File: config.mk
export PLATFORM = sky130hd
export DESIGN_NAME = pipe_stage_reg
export DESIGN_NICKNAME = d
export VERILOG_FILES = /design/src/rtl/pipe_pkg.sv /design/src/rtl/pipe_skid_slot.sv /design/src/rtl/pipe_stage_reg.sv
export SDC_FILE = /design/constraint.sdc
export NUM_CORES = 1
export LEC_CHECK = 0
export CAP_MARGIN = 5
export CORE_ASPECT_RATIO = 0.7
export CORE_MARGIN = 1.5
export CORE_UTILIZATION = 55
export DETAILED_ROUTE_END_ITERATION = 8
export DONT_BUFFER_PORTS = 1
export PLACE_DENSITY = 0.75
export SETUP_SLACK_MARGIN = 0.3
export SYNTH_ARGS = -nofsm -noshare
export SYNTH_HDL_FRONTEND = slang
export SYNTH_HIERARCHICAL = 1
export SYNTH_SLANG_ARGS = --single-unit
export TNS_END_PERCENT = 10
File: constraint.sdc
create_clock -name clk -period 2.6 [get_ports clk]
set_input_delay 0.52 -clock clk [delete_from_list [all_inputs] [get_ports clk]]
set_output_delay 0.52 -clock clk [all_outputs]
set_load 0.03 [all_outputs]
File: src/rtl/pipe_pkg.sv
// Shared pipeline-register definitions: per-stage bundle widths, field offsets,
// bubble constants, stage-state encoding and saturating counter helpers.
package pipe_pkg;

  typedef enum logic [1:0] {
    ST_EMPTY = 2'd0,
    ST_FULL  = 2'd1,
    ST_SKID  = 2'd2
  } stage_state_t;

  // IF/ID: ctrl = {is_halted}, data = {pc, instr}
  localparam int IFID_CTRL_W  = 1;
  localparam int IFID_DATA_W  = 64;
  // ID/EX: ctrl = {is_halted, mem_write, mem_enable, wb_enable}, data = {rs1, rs2, imm, rd}
  localparam int IDEX_CTRL_W  = 4;
  localparam int IDEX_DATA_W  = 101;
  // EX/MEM: data = {alu_output, rs2, rd_id}
  localparam int EXMEM_CTRL_W = 4;
  localparam int EXMEM_DATA_W = 69;
  // MEM/WB: ctrl = {is_halted, wb_enable}, data = {wb_value, rd_id}
  localparam int MEMWB_CTRL_W = 2;
  localparam int MEMWB_DATA_W = 37;

  localparam int CTRL_WB_EN_BIT  = 0;
  localparam int CTRL_MEM_EN_BIT = 1;
  localparam int CTRL_MEM_WR_BIT = 2;
  localparam int CTRL_HALT_BIT   = 3;

  localparam int EXMEM_RD_LSB  = 0;
  localparam int EXMEM_RS2_LSB = 5;
  localparam int EXMEM_ALU_LSB = 37;

  localparam logic [IFID_CTRL_W-1:0]  IFID_BUBBLE  = '0;
  localparam logic [IDEX_CTRL_W-1:0]  IDEX_BUBBLE  = '0;
  localparam logic [EXMEM_CTRL_W-1:0] EXMEM_BUBBLE = '0;
  localparam logic [MEMWB_CTRL_W-1:0] MEMWB_BUBBLE = '0;

  function automatic logic [31:0] sat_inc32(input logic [31:0] v);
    return (v == '1) ? v : v + 32'd1;
  endfunction

  function automatic logic [15:0] sat_inc16(input logic [15:0] v);
    return (v == '1) ? v : v + 16'd1;
  endfunction

endpackage

File: src/rtl/pipe_skid_slot.sv
// One enable-gated ctrl+data register; bubble load overrides a data load and
// rewrites only ctrl, leaving data as-is. Latency 1 cycle, no flow control.
module pipe_skid_slot
  import pipe_pkg::*;
#(
  parameter int                 CTRL_W      = 4,
  parameter int                 DATA_W      = 69,
  parameter logic [CTRL_W-1:0]  BUBBLE_CTRL = '0
) (
  input  logic              clk,
  input  logic              reset,
  input  logic              load,
  input  logic              bubble,
  input  logic [CTRL_W-1:0] in_ctrl,
  input  logic [DATA_W-1:0] in_data,
  output logic [CTRL_W-1:0] ctrl,
  output logic [DATA_W-1:0] data
);

  always_ff @(posedge clk or posedge reset) begin
    if (reset) begin
      ctrl <= BUBBLE_CTRL;
      data <= '0;
    end else if (bubble) begin
      ctrl <= BUBBLE_CTRL;
    end else if (load) begin
      ctrl <= in_ctrl;
      data <= in_data;
    end
  end

endmodule

File: src/rtl/pipe_stage_reg.sv
// Pipeline stage register with 2-entry skid buffer, flush and bubble injection.
// Latency 1 cycle; in_ready is registered and drops only once the skid entry is used.
// Optional PIPE_STAGE_PERF_EN adds saturating stall/flush counters.
module pipe_stage_reg
  import pipe_pkg::*;
#(
  parameter int                 CTRL_W      = 4,
  parameter int                 DATA_W      = 69,
  parameter logic [CTRL_W-1:0]  BUBBLE_CTRL = {CTRL_W{1'b0}}
) (
  input  logic              clk,
  input  logic              reset,
  input  logic              flush,
  input  logic              in_valid,
  output logic              in_ready,
  input  logic [CTRL_W-1:0] in_ctrl,
  input  logic [DATA_W-1:0] in_data,
  output logic              out_valid,
  input  logic              out_ready,
  output logic [CTRL_W-1:0] out_ctrl,
  output logic [DATA_W-1:0] out_data
`ifdef PIPE_STAGE_PERF_EN
  ,
  output logic [31:0]       stall_cycles,
  output logic [15:0]       flush_count
`endif
);

  stage_state_t      state, next_state;
  logic              valid_q, ready_q;
  logic              accept, handoff;
  logic              main_load, main_bubble, main_sel_skid, skid_load;
  logic [CTRL_W-1:0] skid_ctrl, main_in_ctrl;
  logic [DATA_W-1:0] skid_data, main_in_data;

  // A flush squashes whatever upstream offers in the same cycle.
  assign accept    = in_valid & ready_q & ~flush;
  assign handoff   = valid_q & out_ready;
  assign in_ready  = ready_q;
  assign out_valid = valid_q;

  always_ff @(posedge clk or posedge reset) begin
    if (reset) begin
      state   <= ST_EMPTY;
      valid_q <= 1'b0;
      ready_q <= 1'b1;
    end else begin
      state   <= next_state;
      valid_q <= (next_state != ST_EMPTY);
      ready_q <= (next_state != ST_SKID);
    end
  end

  always_comb begin
    next_state = state;
    if (flush) begin
      next_state = ST_EMPTY;
    end else begin
      unique case (state)
        ST_EMPTY: if (accept) next_state = ST_FULL;
        ST_FULL: begin
          if (accept && !handoff)      next_state = ST_SKID;
          else if (!accept && handoff) next_state = ST_EMPTY;
        end
        ST_SKID:  if (handoff) next_state = ST_FULL;
        default:  next_state = ST_EMPTY;
      endcase
    end
  end

  always_comb begin
    main_load     = 1'b0;
    main_bubble   = flush;
    main_sel_skid = (state == ST_SKID);
    skid_load     = 1'b0;
    if (!flush) begin
      unique case (state)
        ST_EMPTY: main_load = accept;
        ST_FULL: begin
          main_load   = accept & handoff;
          skid_load   = accept & ~handoff;
          // Draining to empty must leave the bubble on out_ctrl.
          main_bubble = ~accept & handoff;
        end
        ST_SKID:  main_load = handoff;
        default:  main_load = 1'b0;
      endcase
    end
  end

  assign main_in_ctrl = main_sel_skid ? skid_ctrl : in_ctrl;
  assign main_in_data = main_sel_skid ? skid_data : in_data;

  pipe_skid_slot #(
    .CTRL_W      (CTRL_W),
    .DATA_W      (DATA_W),
    .BUBBLE_CTRL (BUBBLE_CTRL)
  ) u_main (
    .clk     (clk),
    .reset   (reset),
    .load    (main_load),
    .bubble  (main_bubble),
    .in_ctrl (main_in_ctrl),
    .in_data (main_in_data),
    .ctrl    (out_ctrl),
    .data    (out_data)
  );

  pipe_skid_slot #(
    .CTRL_W      (CTRL_W),
    .DATA_W      (DATA_W),
    .BUBBLE_CTRL (BUBBLE_CTRL)
  ) u_skid (
    .clk     (clk),
    .reset   (reset),
    .load    (skid_load),
    .bubble  (flush),
    .in_ctrl (in_ctrl),
    .in_data (in_data),
    .ctrl    (skid_ctrl),
    .data    (skid_data)
  );

`ifdef PIPE_STAGE_PERF_EN
  always_ff @(posedge clk or posedge reset) begin
    if (reset) begin
      stall_cycles <= '0;
      flush_count  <= '0;
    end else begin
      if (valid_q && !out_ready) stall_cycles <= sat_inc32(stall_cycles);
      if (flush && valid_q)      flush_count  <= sat_inc16(flush_count);
    end
  end
`endif

endmodule

# Word-level counts from Yosys, hierarchy flattened
# Cells that the tools add are included.
# word_totals
inputBits	78
out_inout_bits	75
elab_cells	48
reg_bits	150
# classes
muxes	18
reduce_logical	10
bitwise_logic	10
eq_ne	3
# ops
operator	count
$mux W69	1
$mux W4	5
$mux W2	5
$and A1 B1 Y1	6
$pmux W2 S3	1
$reduce_bool A2 Y1	3
$mux W1	5
$not A1 Y1	4
$reduce_and A2 Y1	2
$pmux W1 S3	1
$eq A2 B1 Y1 const B	1
$eq A2 B2 Y1 const B	1
$logic_and A1 B1 Y1	2
$logic_not A1 Y1	2
$logic_not A2 Y1	1
$ne A2 B2 Y1 const B	1

# Logic depth before layout (Yosys ltp)
# Gate-level depths: netlist of run 1.
# logic_depth
depth_word	9
mapped_depth	9
ltp_nobuf	5

# Cells and area by module
# Netlist of run 1, hierarchy kept.
# modules_own_cells
module	cells_each	area_per_inst_um2	seq_area_each_um2	n_inst
pipe_skid_slot	161	2787.7	1826.8	2
pipe_stage_reg	104	1311.3	101.3	1

# Worst setup path after synthesis of run 1
# OpenSTA, ideal clock, no wires.
# synth_timing
kind	register to register
start	register valid_q (netlist: out_valid)
end	register u_main.data[30]
path_slack_ns	0.513
setup_ns	0.125
t_required_ns	2.475
period_less_slack_ns	2.087
path_buffers	4
path_stages_with_launch	9
arrival_ns	1.962
path_cell_list	dfrtp_1 a21boi_0 o32ai_2 buf_6 nor2b_4 buf_6 buf_6 buf_8 mux2_4
# synth_between
elab_cells_between_ends	9
classes_between	4 x mux; 4 x bitwise; 1 x reduce/logical
# synth_rtl
element	line	source
from (decl)	pipe_stage_reg.sv:30	logic valid_q, ready_q;
from (signal assigned)	pipe_stage_reg.sv:49	valid_q <= (next_state != ST_EMPTY);
$and A1 B1 Y1 (*)	pipe_stage_reg.sv:38	assign handoff = valid_q & out_ready;
$and A1 B1 Y1	pipe_stage_reg.sv:80	main_load = accept & handoff;
$pmux W1 S3 (*)	pipe_stage_reg.sv:77	unique case (state)
$mux W1 (*)	pipe_stage_reg.sv:76	if (!flush) begin
named net main_load	pipe_stage_reg.sv:32	logic main_load, main_bubble, main_sel_skid, skid_load;
$reduce_and A2 Y1 (no line) (*)	-	
to (signal assigned)	pipe_skid_slot.sv:28	data <= in_data;
to (decl)	pipe_skid_slot.sv:17	output logic [DATA_W-1:0] data
# The timed path passes the listed nets; every way through them passes the cells marked *.
# A chain may end at the register's enable or synchronous reset.

# Worst setup path after layout of run 1
# layout_timing
start	register valid_q (netlist: out_valid)
end	register u_skid.data[44]
# layout_between
elab_chain_cells	6
# layout_lines
element	line	source
$and A1 B1 Y1	pipe_stage_reg.sv:38	
$not A1 Y1	pipe_stage_reg.sv:81	skid_load = accept & ~handoff;
$and A1 B1 Y1	pipe_stage_reg.sv:81	
$mux W1	pipe_stage_reg.sv:77	
$mux W1	pipe_stage_reg.sv:76	
named net skid_load	pipe_stage_reg.sv:32	
$reduce_and A2 Y1 (no line)	-	
to (signal assigned)	pipe_skid_slot.sv:28	
to (decl)	pipe_skid_slot.sv:17	
# The timed path passes the listed nets, and every way through them passes these cells.

==> results of run 1 <==
## worst max path at each step
| stage | start | to | slack (ps) | cells after the start |
|---|---|---|---|---|
| floorplan | reset | u_skid/ctrl[0] | 230 | 1 |
| global placement | in_ready | u_skid/data[6] | 430 | 5 |
| detailed placement | in_ready | u_skid/data[7] | 370 | 5 |
| CTS | in_ready | u_skid/data[7] | 350 | 5 |
| global route | in_ready | u_skid/data[48] | 220 | 5 |
| finish | out_valid | u_skid/data[44] | 320 | 5 |
## per-layer routing
layer	GRT usage, %	vias up
li1	-	1521
met2	33.4	106
met3	10.5	8
met5	0	-
met4	5.97	0
met1	24.9	1752
## layout make-up
class,count,area [µm²]
Timing Repair Buffer,9,138
Sequential cell,150,3750
Clock buffer,19,443
Multi-Input combinational cell,247,2900
Clock inverter,12,105
Tap cell,157,196
Fill cell,889,4420
Inverter,3,16.3
## registers in the layout (all words and copies together) (netlist names)
register	flops
in_ready	1
out_valid	1
state	2
u_main/ctrl	4
u_main/data	69
u_skid/ctrl	4
u_skid/data	69
## through the flow
| stage | setup WS, ps | utilization (%) | area (µm²) |
|---|---|---|---|
| detailed placement | 366 | 58.4 | 6990 |
| floorplan | 227 | - | 6890 |
| global placement | 430 | 58.4 | 6990 |
| finish | 318 | 63.1 | 7560 |
| CTS | 345 | 63.1 | 7550 |
| global route | 223 | 63.1 | 7560 |
## power groups by stage
stage	combinational (mW)	clock, mW	sequential [mW]
floorplan	1.06	0	4.25
finish	1.18	2.29	4.38
detailed placement	1.19	0	4.42
global route	1.29	2.46	4.50
global placement	1.12	0	4.39
CTS	1.20	2.35	4.39
## logic make-up (layout without fill, tap and decap cells)
kind of cell	count (synthesis)	count (layout)	synth area share (%)
compound gates	8	8	0.945
flops	150	150	54.5
simple gates	20	20	1.67
mux	219	219	39.4
buf+inv	29	43	3.43
## cell usage in the layout, fill, tap and decap left out, drive strengths merged, types with 2 or more instances in the layout
| cell type | synthesis | final |
|---|---|---|
| nand2b | 2 | 2 |
| clkinv | 0 | 5 |
| nor2b | 2 | 2 |
| inv | 3 | 3 |
| mux2i | 8 | 8 |
| a211oi | 2 | 2 |
| dfrtp | 149 | 149 |
| nand2 | 3 | 3 |
| clkinvlp | 0 | 6 |
| nor2 | 9 | 9 |
| buf | 26 | 7 |
| clkbuf | 0 | 20 |
| mux2 | 211 | 211 |
## what timing repair did
action,in CTS,in global routing
setup endpoints to repair,0,84
hold endpoints to repair,3,0
resized for setup,0,2
hold buffers,1,0
## worst max-delay path, stage by stage, from the launching register on
cell	delay (ps)
dfrtp_1	520
a21oi_1	310
nor3b_1	300
nor2b_4	210
clkbuf_16	350
mux2_2	390
==> out/metrics.cfg, run 1 <==
[synth]
synth_nets=504
synthTopCellsByArea=dfrtp_1, mux2_2, mux2_4
syn_area_um2=6890
yosys_warnings=6
synth_edf_count=0
synth_most_common_cell=dfrtp_1
ys_seq_elements=150
synth_area_per_cell_um2=16.2
synth_seq_area_share_pct=54.5
async_flop_share_pct=100
synth_common_cells=dfrtp_1, mux2_2, mux2_4, buf_2, buf_6
syn-instance-count=426
synth_top_cell_by_area=dfrtp_1
ys.flop_type=dfrtp_1
synth_top_area_share_pct=54.1
ys_types=24

[clock_network]
cts_buffers=17
cts_tree=yes
clk_pin_slew_worst_paths_ps=60
postCtsSetupRepairBufs=0
cts_root_buf=clkbuf_16
cts_max_path_buffers=2
clk_latency_ps=410
htreeDepth=4
cts.sinks=150

[floorplanning]
design.die.area_um2=13200
core_um2=12000
std_cell_rows=33
ioPinCount=153
die_h_um=96.6
initial_core_util_pct=57.5
die_w_um=137

[pwr]
power.total_mw=7.85
p_comb_share_pct=15.0
swShare_pct=33.0
power_frac_clock_pct=29.1
p_seq_share_pct=55.8
p_sw_mw=2.59
cellLeakagePower_nw=3.45
ir_worst_vdd_v=0.000544
p_int_mw=5.26
power.density_nw_per_um2=1040

[worst_hold_path]
min_path_type=in -> async

[critical_path]
critPathMaxFanout=69
endpoint_kind=flop
cp-start-kind=flop
worstPathRequired_ps=2890
regToRegSetupSlack_ps=320
r2r_end=u_skid/data[44]
critical_path_class=reg -> reg
arrival_ps=2570
worstRegToRegCells=5
r2r_start=out_valid

[global_route]
grt_pass1_vias=3820
grt_use_total_pct=20.9
grt_max_degree=75
grt_remaining_overflow=0
grt_antenna_before_repair=0
grt_pass1_wl_mm=21.0

[timing]
skew_ps=7.39
timing_hold_violations_final=0
setup_viol=0
whs_ps=86.1
clock.fmax_mhz=438
layout_min_cycle_time_ps=2280
tightestPinTransition_ps=860
fin_setup_tns_ps=0
drv_slew=0
fin_crit_sh_pct=87.8
rsz0062_at_grt=yes
max_slew_margin_pct=42.6

[detailed_routing]
first_pass_iters=4
drc_errors=0
routed_wl_mm=13.0
wl_per_cell_um=21.8
dr_total_vias=3387
first_iter_violations=87
met2_length_mm=6.19
wl_met1_mm=5.34
ant_nets=0
highest_layer=met4
wl_met3_mm=1.38
vias_per_cell=5.67

[layout]
stdcell_count=597
syn_to_final_growth_pct=9.72
drive_above_1_share_pct=58.4
layout.nets=506
antenna_cells=0

[placed_design]
dp_hpwl_mm=8.24
place.gp.congestion=0.758
dp.cells=565
io_buffers=0

[status]
status=completed

[run]
max-cap-violations=0

Power figures use the tool's default switching activity.
==> run 2: changes to the inputs <==
--- a/config.mk
+++ b/config.mk
@@ -12,6 +12,7 @@
 export DETAILED_ROUTE_END_ITERATION = 8
 export DONT_BUFFER_PORTS = 1
 export PLACE_DENSITY = 0.75
+export REMOVE_ABC_BUFFERS = 1
 export SETUP_SLACK_MARGIN = 0.3
 export SYNTH_ARGS = -nofsm -noshare
 export SYNTH_HDL_FRONTEND = slang
==> run 2 against run 1 <==
  * Global-route usage increased by 0.14 points
  * Register-to-register slack better by 40 ps
  * First-iteration DRC count rose by 38%
  * Setup slack better by 36 ps
  * Combinational power about the same
  * Critical path type unchanged
  * Non-clock buffer count unchanged
  * Final area grew 0.31%
  * Count of clock-buffer cells in the layout is 1 higher
  * Critical path depth increased by 1
==> out/metrics.cfg, run 2 (synthesis gave the netlist of run 1 again) <==
[clock_network]
cts.sinks=150  ; unchanged
cts_buffers=17  ; unchanged
htreeDepth=4  ; unchanged
cts_tree=yes  ; unchanged
clk_pin_slew_worst_paths_ps=60  ; about the same
cts_root_buf=clkbuf_16  ; unchanged
clk_latency_ps=410  ; about the same
cts_max_path_buffers=2  ; unchanged

[layout]
top_regs=u_main/data: 69 flops, u_skid/data: 69 flops  ; unchanged
stdcell_count=598  ; was 597
final_common_cell=dfrtp_1  ; unchanged
layout.nets=506  ; unchanged
syn_to_final_growth_pct=10.1  ; was 9.72%
fin_util_pct=63.3  ; was 63.1%
mostFrequentLayoutCells=dfrtp_1, mux2_2, mux2_4  ; unchanged
antenna_cells=0  ; unchanged
drive_above_1_share_pct=58.5  ; was 58.4%

[timing]
clock.fmax_mhz=445  ; was 438 MHz
fin_ws_ps=354  ; was 318 ps
tightestPinTransition_ps=579  ; was 860 ps
setup_viol=0  ; unchanged
rsz0062_at_grt=yes  ; unchanged
layout_min_cycle_time_ps=2250  ; was 2280 ps
fin_crit_sh_pct=86.4  ; was 87.8%
timing_hold_violations_final=0  ; unchanged
max_slew_margin_pct=61.3  ; was 42.6%
drv_slew=0  ; unchanged
fin_setup_tns_ps=0  ; unchanged
skew_ps=7.70  ; was 7.39 ps

[worst_hold_path]
min_path_type=in -> async  ; unchanged

[floorplanning]
die_h_um=96.6  ; unchanged
ioPinCount=153  ; unchanged
core_um2=12000  ; unchanged
initial_core_util_pct=57.5  ; unchanged
die_w_um=137  ; unchanged
std_cell_rows=33  ; unchanged
design.die.area_um2=13200  ; unchanged

[pwr]
power.total_mw=7.96  ; was 7.85 mW
power.density_nw_per_um2=1050  ; was 1040 nW/µm²
ir_worst_vdd_v=0.000571  ; was 0.000544 V
cellLeakagePower_nw=3.48  ; was 3.45 nW

[detailed_routing]
ant_nets=0  ; unchanged
first_pass_iters=4  ; unchanged
first_iter_violations=120  ; was 87
wl_per_cell_um=22.2  ; was 21.8 µm
dr_total_vias=3425  ; was 3387
routed_wl_mm=13.3  ; was 13.0 mm
drc_errors=0  ; unchanged
vias_per_cell=5.73  ; was 5.67

[run]
max-cap-violations=0  ; unchanged

[global_route]
grt_use_total_pct=21.1  ; was 20.9%
grt_remaining_overflow=0  ; unchanged
grt_antenna_before_repair=0  ; unchanged
grt_pass1_vias=3933  ; was 3820
grt_pass1_wl_mm=21.5  ; was 21.0 mm
grt_max_degree=75  ; unchanged

[critical_path]
regToRegSetupSlack_ps=350  ; was 320 ps
r2r_start=in_ready  ; was out_valid
worstRegToRegCells=6  ; was 5
r2r_end=u_main/data[4]  ; was u_skid/data[44]
critPathMaxFanout=69  ; unchanged
arrival_ps=2530  ; was 2570 ps
worstPathRequired_ps=2890  ; about the same
endpoint_kind=flop  ; unchanged
critical_path_class=reg -> reg  ; unchanged
cp-start-kind=flop  ; unchanged

[placed_design]
place.gp.congestion=0.786  ; was 0.758
io_buffers=0  ; unchanged
dp_hpwl_mm=8.44  ; was 8.24 mm
pre_cts_ws_ps=337  ; was 366 ps
dp.cells=565  ; unchanged

[status]
status=completed  ; unchanged

-- run 2: how the worst max path moves through the flow --
stage	to	cells past startpoint	from	slack (ps)
2_1_floorplan	u_main/data[0]	4	state[0]	-2620
3_5_place_dp	u_skid/data[57]	5	in_ready	340
3_3_place_gp	u_skid/data[18]	5	in_ready	400
6_report	u_main/data[4]	6	in_ready	350
4_1_cts	u_skid/data[57]	5	in_ready	330
5_1_grt	u_main/data[54]	6	in_ready	280
-- run 2: worst max-delay path, cell delays in order, from the launching register on --
cell      delay, ps
dfstp_2         660
nand2_1         170
nand3_1         120
o21bai_1        180
nor2b_4         180
buf_12          350
mux2_2          390
-- run 2: per-layer routing --
layer	up-vias	track usage, %	part of all wire [%]
met5	-	0	0
met4	0	4.17	0.66
met3	7	11.5	12
met2	111	32.7	48
met1	1780	26.1	40
li1	1527	-	-
-- run 2: final cells by class --
| class | instances | area, µm² |
|---|---|---|
| repair buffers | 9 | 136 |
| fillers | 903 | 4390 |
| clock buffers | 20 | 447 |
| flip-flops and latches | 150 | 3750 |
| inverters | 3 | 13.8 |
| well taps | 157 | 196 |
| clock inverters | 12 | 124 |
| multi-input cells | 247 | 2910 |
-- run 2: power breakdown --
| part | internal, mW | total (mW) | switching (mW) |
|---|---|---|---|
| Sequential | 3.11 | 4.40 | 1.29 |
| Clock | 1.44 | 2.37 | 0.935 |
| Combinational | 0.820 | 1.19 | 0.370 |
| Total | 5.36 | 7.96 | 2.60 |
-- run 2: what timing repair did --
item                                   CTS  global route
resized for setup                        0             2
endpoints found under the hold margin    3             0
setup endpoints to repair                0            63
hold buffers                             1             0
setup buffers                            0             0
-- run 2: per-stage QoR --
step	cell area (µm²)	hold slack [ps]
after CTS	7570	32.5
after global routing	7580	49.1
after detailed placement	6990	300
after floorplan	6660	285
final	7580	29.4
after global placement	6990	292
==> run 3: changes to the inputs <==
--- a/config.mk
+++ b/config.mk
@@ -6,12 +6,14 @@
 export NUM_CORES = 1
 export LEC_CHECK = 0
 export CAP_MARGIN = 5
+export CELL_PAD_IN_SITES_DETAIL_PLACEMENT = 2
+export CELL_PAD_IN_SITES_GLOBAL_PLACEMENT = 2
 export CORE_ASPECT_RATIO = 0.7
 export CORE_MARGIN = 1.5
-export CORE_UTILIZATION = 55
+export CORE_UTILIZATION = 48
 export DETAILED_ROUTE_END_ITERATION = 8
 export DONT_BUFFER_PORTS = 1
-export PLACE_DENSITY = 0.75
+export PLACE_DENSITY = 0.89
 export REMOVE_ABC_BUFFERS = 1
 export SETUP_SLACK_MARGIN = 0.3
 export SYNTH_ARGS = -nofsm -noshare
==> constraint.sdc (replaced) <==
create_clock -name clk -period 2.8 [get_ports clk]
set_input_delay 0.56 -clock clk [delete_from_list [all_inputs] [get_ports clk]]
set_output_delay 0.56 -clock clk [all_outputs]
set_load 0.03 [all_outputs]
==> run 3 against run 2 <==
  * Sequential cell count unchanged
  * Global-route usage increased by 1.5 points
  * Cell count increased by 5.9%
  * Critical path depth decreased by 1
  * Clock power increased by 3%
  * Total power decreased by 2.7%
  * Non-clock buffer count increased by 2
  * Count of clock-buffer cells in the layout decreased by 1
  * Sequential share of layout area decreased by 0.66 points
  * Hold slack improved by 61 ps
  * Final area increased by 1.4%
  * Largest power group unchanged
==> out/metrics.cfg, run 3 (synthesis gave the netlist of run 1 again) <==
[critical_path]
crit_start=in_ready  ; unchanged
worstPathRequired_ps=3100  ; was 2890 ps
crit_slowest_cell=dfstp_2  ; unchanged
max_stage_delay_ps=650  ; was 660 ps
regToRegSetupSlack_ps=550  ; was 350 ps
endpoint_kind=flop  ; unchanged
critical_path_class=reg -> reg  ; unchanged
worstRegToRegCells=5  ; was 6
critPathMaxFanout=27  ; was 69
r2r_start=in_ready  ; unchanged
cp-start-kind=flop  ; unchanged
crit_chain=nand2_1, nor3b_1, nor2b_4, buf_4, mux2_2  ; was nand2_1, nand3_1, o21bai_1, nor2b_4, buf_12, mux2_2
arrival_ps=2550  ; was 2530 ps

[timing]
timing_hold_violations_final=0  ; unchanged
clock.fmax_mhz=444  ; was 445 MHz
setup_viol=0  ; unchanged
fin_ws_ps=548  ; was 354 ps
whs_ps=90.7  ; was 29.4 ps
rsz0062_at_grt=no  ; was yes
tightestPinTransition_ps=687  ; was 579 ps
layout_min_cycle_time_ps=2250  ; about the same
fin_crit_sh_pct=80.4  ; was 86.4%
fin_setup_tns_ps=0  ; unchanged
drv_slew=0  ; unchanged
skew_ps=9.90  ; was 7.70 ps
max_slew_margin_pct=54.2  ; was 61.3%

[pwr]
power.density_nw_per_um2=1010  ; was 1050 nW/µm²
ir_worst_vdd_v=0.000571  ; about the same
power.total_mw=7.74  ; was 7.96 mW
cellLeakagePower_nw=3.50  ; was 3.48 nW

[global_route]
grt_remaining_overflow=0  ; unchanged
grt_pass1_vias=4138  ; was 3933
grt_pass1_wl_mm=24.9  ; was 21.5 mm
grt_use_total_pct=22.6  ; was 21.1%
grt_antenna_before_repair=0  ; unchanged
grt_max_degree=75  ; unchanged

[placed_design]
io_buffers=0  ; unchanged
dp_hpwl_mm=10.9  ; was 8.44 mm
placed_area_um2=7030  ; was 6990 µm²
place.gp.congestion=0.822  ; was 0.786
dp.cells=600  ; was 565
pre_cts_ws_ps=549  ; was 337 ps

[layout]
design_area_um2=7680  ; was 7580 µm²
final_common_cell=dfrtp_1  ; unchanged
top_regs=u_main/data: 69 flops, u_skid/data: 69 flops  ; unchanged
stdcell_count=633  ; was 598
antenna_cells=0  ; unchanged
drive_above_1_share_pct=58.7  ; was 58.5%
syn_to_final_growth_pct=11.6  ; was 10.1%
layout.nets=508  ; was 506
fin_util_pct=55.0  ; was 63.3%
mostFrequentLayoutCells=dfrtp_1, mux2_2, mux2_4  ; unchanged

[detailed_routing]
wl_per_cell_um=26.0  ; was 22.2 µm
first_iter_violations=105  ; was 120
vias_per_cell=5.57  ; was 5.73
ant_nets=0  ; unchanged
dr_total_vias=3525  ; was 3425
routed_wl_mm=16.4  ; was 13.3 mm
first_pass_iters=4  ; unchanged
drc_errors=0  ; unchanged

[clock_network]
cts-resized-gates=0  ; unchanged
cts.sinks=150  ; unchanged
clk_latency_ps=420  ; was 410 ps
cts_tree=yes  ; unchanged
cts_root_buf=clkbuf_16  ; unchanged
cts_buffers=17  ; unchanged
htreeDepth=4  ; unchanged
clk_pin_slew_worst_paths_ps=70  ; was 60 ps
cts_max_path_buffers=2  ; unchanged

[floorplanning]
ioPinCount=153  ; unchanged
die_h_um=103  ; was 96.6 µm
design.die.area_um2=15100  ; was 13200 µm²
initial_core_util_pct=49.3  ; was 57.5%
core_um2=14000  ; was 12000 µm²
die_w_um=146  ; was 137 µm
std_cell_rows=36  ; was 33

[run]
max-cap-violations=0  ; unchanged

[worst_hold_path]
min_path_type=in -> async  ; unchanged

[status]
status=completed  ; unchanged

## run 3: changes by cell type in the layout (fill, tap and decap cells not counted)
cell,before,now
bufinv_16,2,4
nor3b_2,1,0
nor3b_1,0,1
clkinv_2,8,2
buf_6,1,0
buf_4,2,6
clkbuf_1,2,1
clkinvlp_4,1,3
clkinv_4,0,3
buf_12,5,4
## run 3: layout make-up
cell class	count	area (µm²)
Fill cell	1192	6280
Sequential cell	150	3750
Clock inverter	13	195
Timing Repair Buffer	11	135
Clock buffer	19	443
Tap cell	190	238
Multi-Input combinational cell	247	2900
Inverter	3	13.8
## run 3: worst paths after layout
check,to
min,u_main/data[24]
max in group asynchronous,u_main/data[62]
max reg2reg,u_skid/data[51]
max,u_skid/data[51]
min reg2reg,u_skid/data[14]
min in group clk,u_skid/ctrl[1]
## run 3: report_power, final
part,switching (mW),total (mW),internal [mW]
Combinational,0.388,1.15,0.764
Sequential,1.26,4.14,2.88
Clock,0.925,2.45,1.53
Total,2.57,7.74,5.17
## run 3: repair_timing
item / 4_1_cts / 5_1_grt
setup buffers: 0 / 0
hold buffers: 1 / 0
hold endpoints to repair: 3 / 0
## run 3: layer usage
layer	GRT usage [%]	wire, µm	vias up
li1	-	-	1526
met1	25.1	6170	1859
met2	38.4	8350	123
met3	11.7	1780	17
met4	7.23	145	0
met5	0	0	-
## run 3: critical path: cells and delay by family, from the launching register on
kind / cells / cell delay (ps)
simple gates: 3 / 710
flops: 1 / 650
mux: 1 / 400
buf+inv: 1 / 370
